File: src/rtl/reel_mic_sampler_pkg.sv
// reel_mic_sampler_pkg
//   Shared definitions for the microphone sampler slice: SPI controller
//   state codes, ADC frame geometry, the mid-scale reference and the
//   rectifier used by the envelope tracker.
//   No ports (package).
package reel_mic_sampler_pkg;

  // Controller states, kept as plain constants for legacy compatibility.
  localparam logic [1:0] ST_IDLE  = 2'd0;
  localparam logic [1:0] ST_SHIFT = 2'd1;
  localparam logic [1:0] ST_DONE  = 2'd2;

  // ADC frame: LEAD_ZEROS zero bits, then a 12-bit offset-binary sample.
  localparam int          FRAME_BITS   = 16;
  localparam int          LEAD_ZEROS   = 4;
  localparam logic [11:0] MIC_MIDPOINT = 12'd2048;

  // Distance of a sample from mid-scale. The all-zero code sits 2048 below
  // mid-scale, one step beyond the 11-bit envelope range, so it saturates.
  function automatic logic [10:0] rectify(input logic [11:0] smp);
    logic signed [12:0] diff;
    diff = $signed({1'b0, smp}) - $signed({1'b0, MIC_MIDPOINT});
    if (diff < 13'sd0) begin
      diff = -diff;
    end else begin
      diff = diff;
    end
    if (diff > 13'sd2047) begin
      return 11'h7FF;
    end else begin
      return diff[10:0];
    end
  endfunction

endpackage

File: src/rtl/reel_mic_sampler_if.sv
// reel_mic_sampler_if
//   Bundle of the ADC SPI pins and the sampler's result outputs.
//   master : the sampler (drives SPI clock/select and the results)
//   slave  : the ADC side / consumer (drives miso, observes the rest)
//   Signals: spi_miso, spi_cs_n, spi_sclk, sample[11:0], sample_valid,
//            frame_err, reel[8:0]
interface reel_mic_sampler_if;
  logic        spi_miso;
  logic        spi_cs_n;
  logic        spi_sclk;
  logic [11:0] sample;
  logic        sample_valid;
  logic        frame_err;
  logic [8:0]  reel;

  modport master (
    input  spi_miso,
    output spi_cs_n, spi_sclk, sample, sample_valid, frame_err, reel
  );

  modport slave (
    output spi_miso,
    input  spi_cs_n, spi_sclk, sample, sample_valid, frame_err, reel
  );
endinterface

File: src/rtl/reel_mic_sampler_envelope.sv
// reel_mic_sampler_envelope
//   Rectifies each accepted sample about mid-scale and keeps a peak-hold
//   envelope that decays by one LSB every DECAY_PERIOD clocks.
//   Ports:
//     clk           system clock
//     rst           synchronous active-low reset
//     sample        latest accepted raw sample (offset binary)
//     sample_valid  pulse: sample has just been updated
//     reel          registered envelope[10:2]
module reel_mic_sampler_envelope
  import reel_mic_sampler_pkg::*;
#(
  parameter int DECAY_PERIOD = 5000
) (
  input  logic        clk,
  input  logic        rst,
  input  logic [11:0] sample,
  input  logic        sample_valid,
  output logic [8:0]  reel
);

  localparam int DEC_W = (DECAY_PERIOD > 1) ? $clog2(DECAY_PERIOD) : 1;

  logic [DEC_W-1:0] dec_cnt_r;
  logic [10:0]      env_r;
  logic [10:0]      mag_s;
  logic             rise_s;
  logic             tick_s;

  assign mag_s  = rectify(sample);
  assign rise_s = sample_valid && (mag_s > env_r);
  assign tick_s = (dec_cnt_r == DEC_W'(DECAY_PERIOD - 1));

  // Decay timebase, peak-hold envelope and the registered reel output.
  // A rise in the same cycle as a decay tick swallows that tick.
  always_ff @(posedge clk) begin
    if (!rst) begin
      dec_cnt_r <= {DEC_W{1'b0}};
      env_r     <= 11'd0;
      reel      <= 9'd0;
    end else begin
      if (tick_s) begin
        dec_cnt_r <= {DEC_W{1'b0}};
      end else begin
        dec_cnt_r <= dec_cnt_r + DEC_W'(1);
      end
      if (rise_s) begin
        env_r <= mag_s;
      end else if (tick_s && (env_r != 11'd0)) begin
        env_r <= env_r - 11'd1;
      end else begin
        env_r <= env_r;
      end
      reel <= env_r[10:2];
    end
  end

endmodule

File: src/rtl/reel_mic_sampler.sv
// reel_mic_sampler
//   SPI master for a 12-bit serial microphone ADC (CPOL=1, 16-bit frame of
//   four zeros then D11..D0 MSB first). Validates each frame, publishes the
//   raw sample and feeds the envelope tracker that produces `reel`.
//   Ports:
//     clk   system clock
//     rst   synchronous active-low reset
//     bus   master side of reel_mic_sampler_if (SPI pins, sample,
//           sample_valid, frame_err, reel)
module reel_mic_sampler
  import reel_mic_sampler_pkg::*;
#(
  parameter int CLK_DIV      = 4,
  parameter int SAMPLE_GAP   = 2000,
  parameter int DECAY_PERIOD = 5000
) (
  input  logic                clk,
  input  logic                rst,
  reel_mic_sampler_if.master  bus
);

  localparam int GAP_W = (SAMPLE_GAP > 1) ? $clog2(SAMPLE_GAP) : 1;
  localparam int HP_W  = (CLK_DIV > 1) ? $clog2(CLK_DIV) : 1;

  logic [1:0]            state_r;
  logic [GAP_W-1:0]      gap_cnt_r;
  logic [HP_W-1:0]       hp_cnt_r;
  logic [4:0]            bit_cnt_r;
  logic [FRAME_BITS-1:0] sr_r;
  logic                  cs_n_r;
  logic                  sclk_r;
  logic [11:0]           sample_r;
  logic                  sample_valid_r;
  logic                  frame_err_r;
  logic [8:0]            reel_s;
  logic                  lead_ok_s;

  assign lead_ok_s = (sr_r[FRAME_BITS-1 -: LEAD_ZEROS] == {LEAD_ZEROS{1'b0}});

  // Frame sequencer: gap timing, SCLK generation, bit capture on SCLK
  // rising edges and frame validation in the single DONE cycle.
  always_ff @(posedge clk) begin
    if (!rst) begin
      state_r        <= ST_IDLE;
      gap_cnt_r      <= {GAP_W{1'b0}};
      hp_cnt_r       <= {HP_W{1'b0}};
      bit_cnt_r      <= 5'd0;
      sr_r           <= {FRAME_BITS{1'b0}};
      cs_n_r         <= 1'b1;
      sclk_r         <= 1'b1;
      sample_r       <= MIC_MIDPOINT;
      sample_valid_r <= 1'b0;
      frame_err_r    <= 1'b0;
    end else begin
      sample_valid_r <= 1'b0;
      frame_err_r    <= 1'b0;
      case (state_r)
        ST_IDLE: begin
          cs_n_r <= 1'b1;
          sclk_r <= 1'b1;
          if (gap_cnt_r == GAP_W'(SAMPLE_GAP - 1)) begin
            gap_cnt_r <= {GAP_W{1'b0}};
            hp_cnt_r  <= {HP_W{1'b0}};
            bit_cnt_r <= 5'd0;
            cs_n_r    <= 1'b0;
            state_r   <= ST_SHIFT;
          end else begin
            gap_cnt_r <= gap_cnt_r + GAP_W'(1);
          end
        end
        ST_SHIFT: begin
          if (hp_cnt_r == HP_W'(CLK_DIV - 1)) begin
            hp_cnt_r <= {HP_W{1'b0}};
            sclk_r   <= ~sclk_r;
            // sclk_r low here means this toggle is a rising edge.
            if (!sclk_r) begin
              sr_r      <= {sr_r[FRAME_BITS-2:0], bus.spi_miso};
              bit_cnt_r <= bit_cnt_r + 5'd1;
              if (bit_cnt_r == 5'(FRAME_BITS - 1)) begin
                cs_n_r  <= 1'b1;
                state_r <= ST_DONE;
              end else begin
                state_r <= ST_SHIFT;
              end
            end else begin
              sr_r <= sr_r;
            end
          end else begin
            hp_cnt_r <= hp_cnt_r + HP_W'(1);
          end
        end
        ST_DONE: begin
          cs_n_r  <= 1'b1;
          state_r <= ST_IDLE;
          if (lead_ok_s) begin
            sample_r       <= sr_r[11:0];
            sample_valid_r <= 1'b1;
          end else begin
            frame_err_r <= 1'b1;
          end
        end
        default: begin
          cs_n_r  <= 1'b1;
          sclk_r  <= 1'b1;
          state_r <= ST_IDLE;
        end
      endcase
    end
  end

  reel_mic_sampler_envelope #(
    .DECAY_PERIOD (DECAY_PERIOD)
  ) u_envelope (
    .clk          (clk),
    .rst          (rst),
    .sample       (sample_r),
    .sample_valid (sample_valid_r),
    .reel         (reel_s)
  );

  assign bus.spi_cs_n     = cs_n_r;
  assign bus.spi_sclk     = sclk_r;
  assign bus.sample       = sample_r;
  assign bus.sample_valid = sample_valid_r;
  assign bus.frame_err    = frame_err_r;
  assign bus.reel         = reel_s;

endmodule
File: src/flat_wrapper.sv
// flat-port wrapper written by rule: the top's interface ports become plain ports
module reel_mic_sampler_flat import reel_mic_sampler_pkg::*;
#(
  parameter int CLK_DIV      = 4,
  parameter int SAMPLE_GAP   = 2000,
  parameter int DECAY_PERIOD = 5000
)
  (clk, rst, bus_spi_miso, bus_spi_cs_n, bus_spi_sclk, bus_sample, bus_sample_valid, bus_frame_err, bus_reel);
  reel_mic_sampler_if bus_i ();
  input  logic clk;
  input  logic rst;
  input wire logic [$bits(bus_i.spi_miso)-1:0] bus_spi_miso;
  output wire logic [$bits(bus_i.spi_cs_n)-1:0] bus_spi_cs_n;
  output wire logic [$bits(bus_i.spi_sclk)-1:0] bus_spi_sclk;
  output wire logic [$bits(bus_i.sample)-1:0] bus_sample;
  output wire logic [$bits(bus_i.sample_valid)-1:0] bus_sample_valid;
  output wire logic [$bits(bus_i.frame_err)-1:0] bus_frame_err;
  output wire logic [$bits(bus_i.reel)-1:0] bus_reel;
  assign bus_i.spi_miso = bus_spi_miso;
  assign bus_spi_cs_n = bus_i.spi_cs_n;
  assign bus_spi_sclk = bus_i.spi_sclk;
  assign bus_sample = bus_i.sample;
  assign bus_sample_valid = bus_i.sample_valid;
  assign bus_frame_err = bus_i.frame_err;
  assign bus_reel = bus_i.reel;
  reel_mic_sampler #(.CLK_DIV(CLK_DIV), .SAMPLE_GAP(SAMPLE_GAP), .DECAY_PERIOD(DECAY_PERIOD)) u_core (.clk(clk), .rst(rst), .bus(bus_i));
endmodule
File: config.mk
export PLATFORM = sky130hd
export DESIGN_NAME = reel_mic_sampler_flat
export DESIGN_NICKNAME = d
export VERILOG_FILES = /design/src/rtl/reel_mic_sampler_pkg.sv /design/src/rtl/reel_mic_sampler_if.sv /design/src/rtl/reel_mic_sampler_envelope.sv /design/src/rtl/reel_mic_sampler.sv /design/src/flat_wrapper.sv
export SDC_FILE = /design/constraint.sdc
export NUM_CORES = 1
export LEC_CHECK = 0
export CAP_MARGIN = 20
export CORE_MARGIN = 2
export CORE_UTILIZATION = 39
export DETAILED_ROUTE_END_ITERATION = 7
export PLACE_DENSITY = 0.62
export SETUP_SLACK_MARGIN = 0.5
export SLEW_MARGIN = 20
export SYNTH_ARGS = -nofsm -noshare
export SYNTH_HDL_FRONTEND = slang
export SYNTH_SLANG_ARGS = --single-unit
File: constraint.sdc
create_clock -name clk -period 3.8 [get_ports clk]
set_clock_uncertainty 0.2 [all_clocks]
set_input_delay 0.57 -clock clk [delete_from_list [all_inputs] [get_ports clk]]
set_output_delay 0.57 -clock clk [all_outputs]
set_load 0.01 [all_outputs]
* Yosys cells after proc, flatten, opt, wreduce, memory -nomap -nowiden
Cells that the tools add are included.
W data, S select, Z words.
** Storage, ports and cells
- Input bits :: 3
- Memories kept :: 0
- Flip-flop bits (word level) :: 85
- Bits in read-only memories :: 0
- Latch bits :: 0
- RAM bits :: 0
- Output and inout port bits :: 25
- Word-level logic and storage cells :: 78
** Operators by class
- Magnitude comparators :: 3
- Eq/ne operators :: 10
- Reductions and logical operators :: 16
- $mul :: 0
- Muxes and demuxes :: 26
- Bitwise gates (word level) :: 3
- Divide/modulo/power cells :: 0
- $add $sub $neg :: 7
- Shift-type cells :: 0
** Operator list (number)
- $mux W11 :: 4
- $mux W5 :: 3
- $add A13 B1 Y13 const B :: 1
- $eq A13 B13 Y1 const B :: 1
- $gt A13 B12 Y1 const B :: 1
- $lt A13 B1 Y1 const B :: 1
- $mux W13 :: 1
- $neg A13 Y13 :: 1
- $sub A12 B12 Y13 const B :: 1
- $mux W2 :: 6
- $add A11 B1 Y11 const B :: 1
- $eq A11 B11 Y1 const B :: 1
- $gt A11 B11 Y1 :: 1
- $reduce_bool A11 Y1 :: 1
- $sub A11 B1 Y11 const B :: 1
- $pmux W5 S2 :: 1
- $reduce_and A3 Y1 :: 3
- $pmux W2 S2 :: 2
- $reduce_and A2 Y1 :: 4
- $mux W1 :: 7
- $ne A2 B1 Y1 const B :: 3
- $add A5 B1 Y5 const B :: 1
- $eq A5 B4 Y1 const B :: 1
- $eq A2 B2 Y1 const B :: 2
- other kinds (11) :: 16

* Depth between registers and ports, before layout
- Word-level depth :: 8
- Gate-level depth with buffers :: 15
- Depth with buffers taken out :: 13

* Modules after synthesis
Synthesis repeated with hierarchy kept, for this count alone.
** Unflattened totals
- Cell total of the unflattened synthesis :: 482
- Area, all modules :: 4247.8 µm²
** By module, submodules not included
- reel_mic_sampler :: times used 1, area an instance 2140.8 µm², seq. area each 1041.0 µm², cells an instance 234
- reel_mic_sampler_envelope :: times used 1, area an instance 2107.0 µm², seq. area each 660.6 µm², cells an instance 248

* Worst setup path before layout
Ideal clock, no wire load.
- Path kind :: reg2reg
- Start point :: register u_core.sample_r[0], in the netlist u_core.bus.sample[0]
- End point :: register u_core.u_envelope.env_r[10]
- Path slack :: 0.315 ns
- Buffers on the path :: 1
- Clock period less this slack :: 3.485 ns
- Data required time :: 3.485 ns
- Data arrival time :: 3.170 ns
- Setup time :: 0.115 ns
- Stages on the path, launching flop included :: 15
- Path through :: dfxtp_1 -> inv_1 -> ha_1 -> or4b_1 -> o41ai_1 -> xor2_1 -> nand2_1 -> ha_1 -> a211oi_1 -> o211ai_1 -> o2111ai_1 -> a21o_1 -> buf_4 -> mux2_2 -> and2_1
** Between the ends
- Cells in the longest elaborated chain, start to end :: 8
- Elaborated cells on any way between the ends :: 10
- Classes of those cells :: add/sub: 2; order compare: 3; mux: 3; reduce/logical: 2
** Ends and longest elaborated chain
- start, declared :: line reel_mic_sampler.sv:32 : logic [11:0] sample_r;
- start signal, assigned :: line reel_mic_sampler.sv:96 : sample_r <= sr_r[11:0];
- $sub A12 B12 Y13 (*) :: line reel_mic_sampler_pkg.sv:22 : diff = $signed({1'b0, smp}) - $signed({1'b0, MIC_MIDPOINT});
- $neg A13 Y13 or $lt A13 B1 Y1 (tied branches) :: line reel_mic_sampler_pkg.sv:24, reel_mic_sampler_pkg.sv:23
- $mux W13 (*) :: line reel_mic_sampler_pkg.sv:23 : if (diff < 13'sd0) begin
- $gt A13 B12 Y1 :: line reel_mic_sampler_pkg.sv:28 : if (diff > 13'sd2047) begin
- $mux W11 (*) :: line reel_mic_sampler_pkg.sv:28
- $gt A11 B11 Y1 :: line reel_mic_sampler_envelope.sv:31 : assign rise_s = sample_valid && (mag_s > env_r);
- $logic_and A1 B1 Y1 :: line reel_mic_sampler_envelope.sv:31
- $mux W11 or $reduce_bool A2 Y1 (tied branches)
- end signal, assigned :: line reel_mic_sampler_envelope.sv:48 : env_r <= mag_s;
- end signal, assigned :: line reel_mic_sampler_envelope.sv:50 : env_r <= env_r - 11'd1;
- end signal, assigned :: line reel_mic_sampler_envelope.sv:52 : env_r <= env_r;
- end, declared :: line reel_mic_sampler_envelope.sv:25 : logic [10:0] env_r;
Every way passes the cells marked *; elsewhere a longest branch is shown, timed or not.
A chain may end at the register's enable or synchronous reset.

* Final worst setup path
- Start point :: register u_core.sample_r[1], in the netlist u_core.bus.sample[1]
- End point :: register u_core.u_envelope.env_r[10]
The elaborated chain is that of the path after synthesis.

==> impl_metrics.json <==
{
  "grt_overflow": 0,
  "ys_types": 46,
  "grt_pass1_wl_um": 13800,
  "fillers": 998,
  "cpPeakStageDelay_ps": 490,
  "drcViolationCount": 0,
  "start_util_pct": 39.5,
  "num_rows": 37,
  "drive_gt1_share_pct": 12.4,
  "critPathBufInv": 1,
  "postLayoutCellArea_mm2": 0.00486,
  "clk_transition_reported_paths_ps": 90,
  "internal_power_mw": 1.26,
  "cp_common_cell": "ha_4",
  "htree_levels": 3,
  "nets": 518,
  "setup_tns_ps": 0,
  "stdcell_count": 638,
  "hp-class": "reg -> reg",
  "p_per_area_mw_per_mm2": 330,
  "slew_headroom_pct": 50.4,
  "yosysWarnings": 0,
  "routed_wl_um": 8090,
  "status": "completed",
  "required_ps": 3860,
  "routabilityCongestion": 0.751,
  "worstMarginPinSlew_ps": 742,
  "cts_buffers": 9,
  "path_cells": "inv_4 -> ha_4 -> or4b_4 -> o41ai_4 -> xor2_1 -> nand2_2 -> ha_4 -> a211oi_2 -> o211ai_1 -> o2111ai_1 -> a21o_2 -> mux2_4 -> and2_4",
  "cts.path.max_buffers": 2,
  "r2r_end": "u_core.u_envelope.env_r[10]$_SDFFE_PN0P_",
  "fmax_mhz": 304,
  "fin_crit_ps": 3290,
  "maxCapViolCount": 0,
  "antenna_found_initial": 0,
  "p_comb_share_pct": 2.0,
  "synth-edff-count": 0,
  "peakVddDrop_mv": 0.158,
  "antenna_left": 0,
  "die_w_um": 105,
  "grt_util_all_layers_pct": 15.2,
  "r2r-start": "u_core.bus.sample[1]$_SDFFE_PN0P_",
  "dp_hpwl_um": 5580,
  "critPathTopFamily": "compound AO/OA/AOI/OAI gates",
  "worstSkewPairLatency_ps": 360,
  "ff2ff_path_depth": 13,
  "place_area_mm2": 0.00445,
  "die_y_um": 105,
  "end_kind": "flop",
  "synth-seq-area-share_pct": 42.5,
  "hold_viol_final": 0,
  "diodes": 0,
  "dieArea_mm2": 0.0111,
  "grt_max_degree": 55,
  "io_buffers": 27,
  "cp_max_fo": 4,
  "holdPathEnd": "u_core.u_envelope.dec_cnt_r[0]$_SDFF_PP0_",
  "clock_power_share_pct": 42.0,
  "io_pins": 28,
  "swShare_pct": 21.3,
  "synthCells": 460,
  "leakage_nw": 1.97,
  "ys_seq_elements": 85,
  "dp_cells": 610,
  "wire_per_inst_um": 12.7,
  "finalMaxSlewViolations": 0,
  "r2r_slack_ps": 510,
  "pwr-share-seq_pct": 56.0,
  "cp.arrival_ps": 3350,
  "synthArstFlopShare_pct": 0,
  "synth_ff_type": "dfxtp_1",
  "syn_area_per_cell_um2": 8.71,
  "cp-start-kind": "flop",
  "dr.pass1.iters": 4,
  "synth_nets": 481,
  "crit_path_top_delay_cell": "or4b_4",
  "grt_pass1_vias": 2991,
  "finalCritPeriodShare_pct": 86.6,
  "synth_area_mm2": 0.00401,
  "rsz0062_at_grt": "yes",
  "synthToLayoutAreaGrowth_pct": 21.2,
  "cts_tree": "done",
  "holdPathStages": 1,
  "fp.coreArea_mm2": 0.0101,
  "path_class": "reg -> reg",
  "path_depth": 13,
  "vias_per_cell": 4.97,
  "drtIter0Drc": 149,
  "ctsRootBufferMaster": "clkbuf_8",
  "numClockSinks": 85,
  "finalSetupViolCount": 0,
  "p_sw_uw": 342,
  "vias": 3170,
  "worstHoldStart": "u_core.u_envelope.dec_cnt_r[0]$_SDFF_PP0_"
}
cell usage in the layout (no fill, tap or decap), types with 3 or more instances in the layout:
cell type | netlist | final
and3_1 | 6 | 6
clkdlybuf4s50_1 | 0 | 26
nand2b_1 | 4 | 4
nor4_1 | 6 | 5
ha_4 | 0 | 3
o211ai_1 | 3 | 3
a21boi_0 | 20 | 20
nand4_1 | 11 | 11
xor2_1 | 14 | 14
mux2i_1 | 19 | 18
inv_1 | 18 | 16
buf_4 | 1 | 11
nand3_1 | 14 | 13
and2_1 | 17 | 16
o21ai_2 | 0 | 3
nor2b_1 | 19 | 18
or3_1 | 5 | 5
xnor2_1 | 18 | 18
clkinv_2 | 0 | 3
nor3_1 | 6 | 6
a31oi_1 | 4 | 4
dfxtp_1 | 85 | 83
o21ai_0 | 16 | 13
a21oi_1 | 15 | 13
nand2_1 | 65 | 64
clkbuf_8 | 0 | 12
nor2_1 | 38 | 38
ha_1 | 18 | 15
worst max-delay path by stage:
stage,startpoint,end
4_1_cts,u_core.bus.sample[5]$_SDFFE_PN0P_,u_core.u_envelope.env_r[0]$_SDFFE_PN0P_
3_3_place_gp,u_core.bus.sample[1]$_SDFFE_PN0P_,u_core.u_envelope.env_r[10]$_SDFFE_PN0P_
5_1_grt,u_core.bus.sample[1]$_SDFFE_PN0P_,u_core.u_envelope.env_r[10]$_SDFFE_PN0P_
3_5_place_dp,u_core.bus.sample[1]$_SDFFE_PN0P_,u_core.u_envelope.env_r[10]$_SDFFE_PN0P_
6_report,u_core.bus.sample[1]$_SDFFE_PN0P_,u_core.u_envelope.env_r[10]$_SDFFE_PN0P_
2_1_floorplan,u_core.bus.sample[1]$_SDFFE_PN0P_,u_core.u_envelope.env_r[10]$_SDFFE_PN0P_
per-stage QoR:
step	worst slack [ps]	hold slack, ps	power (mW)	utilization, %
3_3_place_gp	368	227	0.950	43.9
6_report	508	250	1.60	47.9
2_1_floorplan	509	218	0.943	-
3_5_place_dp	309	240	0.951	43.9
4_1_cts	504	252	1.63	46.1
5_1_grt	366	278	1.67	47.9
power groups by stage:
| stage | clock network, mW | logic, mW | registers (mW) |
|---|---|---|---|
| 3_5_place_dp | 0 | 0.0312 | 0.920 |
| 3_3_place_gp | 0 | 0.0305 | 0.920 |
| 6_report | 0.674 | 0.0315 | 0.898 |
| 5_1_grt | 0.739 | 0.0368 | 0.899 |
| 2_1_floorplan | 0 | 0.0239 | 0.919 |
| 4_1_cts | 0.697 | 0.0313 | 0.899 |
repair_timing:
action | in CTS | in global routing
resized for setup | 2 | 25
cloned | 0 | 1
pin swaps | 6 | 7
buffers inserted | 1 | 10
endpoints found under the setup margin | 7 | 11
endpoints found under the hold margin | 0 | 0
hold buffers | 0 | 0
worst register-to-register path: stages, from the launching register on:
cell and delay [ps]:
dfxtp_4 370, inv_4 60, ha_4 120, or4b_4 490
o41ai_4 230, xor2_1 210, nand2_2 100, ha_4 230
a211oi_2 180, o211ai_1 120, o2111ai_1 210, a21o_2 220
mux2_4 310, and2_4 150
layout make-up:
type,count,area (µm²),share of cell area (%)
repair buffers,42,390,8.04
inverters,18,72.6,1.49
multi-input cells,341,2300,47.4
clock buffers,12,165,3.40
well taps,136,170,3.50
clock inverters,4,45.0,0.928
flip-flops and latches,85,1710,35.2
sequential cells by signal (all words and copies together) (netlist names):
signal and count:
u_core.bit_cnt_r 5, u_core.u_envelope.dec_cnt_r 13, u_core.hp_cnt_r 2, u_core.u_envelope.reel 9, u_core.bus.sample_valid 1, u_core.u_envelope.env_r 11, u_core.state_r 2, u_core.bus.spi_cs_n 1
u_core.gap_cnt_r 11, u_core.bus.frame_err 1, u_core.bus.sample 12, u_core.sr_r 16, u_core.bus.spi_sclk 1
synthesized netlist by cell type, types with 2 or more instances:
cell       n  area, µm²
dfxtp_1   85       1700
nand2_1   65        244
nor2_1    38        143
a21boi_0  20        150
mux2i_1   19        190
nor2b_1   19        119
ha_1      18        225
inv_1     18       67.6
xnor2_1   18        158
and2_1    17        106
o21ai_0   16       80.1
a21oi_1   15       75.1
clkbuf_1  14       52.6
nand3_1   14       70.1
xor2_1    14        123
nand4_1   11       68.8
and3_1     6       37.5
nor3_1     6       30.0
nor4_1     6       37.5
or3_1      5       31.3
a31oi_1    4       25.0
nand2b_1   4       25.0
o211ai_1   3       22.5
nor3b_1    2       15.0
o31ai_1    2       15.0
routing by layer:
metal	routed length, µm	track usage (%)
met1	3890	18.6
met2	3840	25.3
met3	243	3.09
met4	119	7.33
met5	0	0
logic make-up after synthesis:
kind of cell | share of synthesized area [%]
AND/OR/NAND/NOR | 25.5
flip-flops | 42.5
AO/OA/AOI/OAI | 11.1
buffers and inverters | 3.28
XOR/XNOR | 6.99
multiplexers | 5.03
adder cells (fa/ha/maj) | 5.62
No activity file was read; power rests on OpenSTA's default activity.
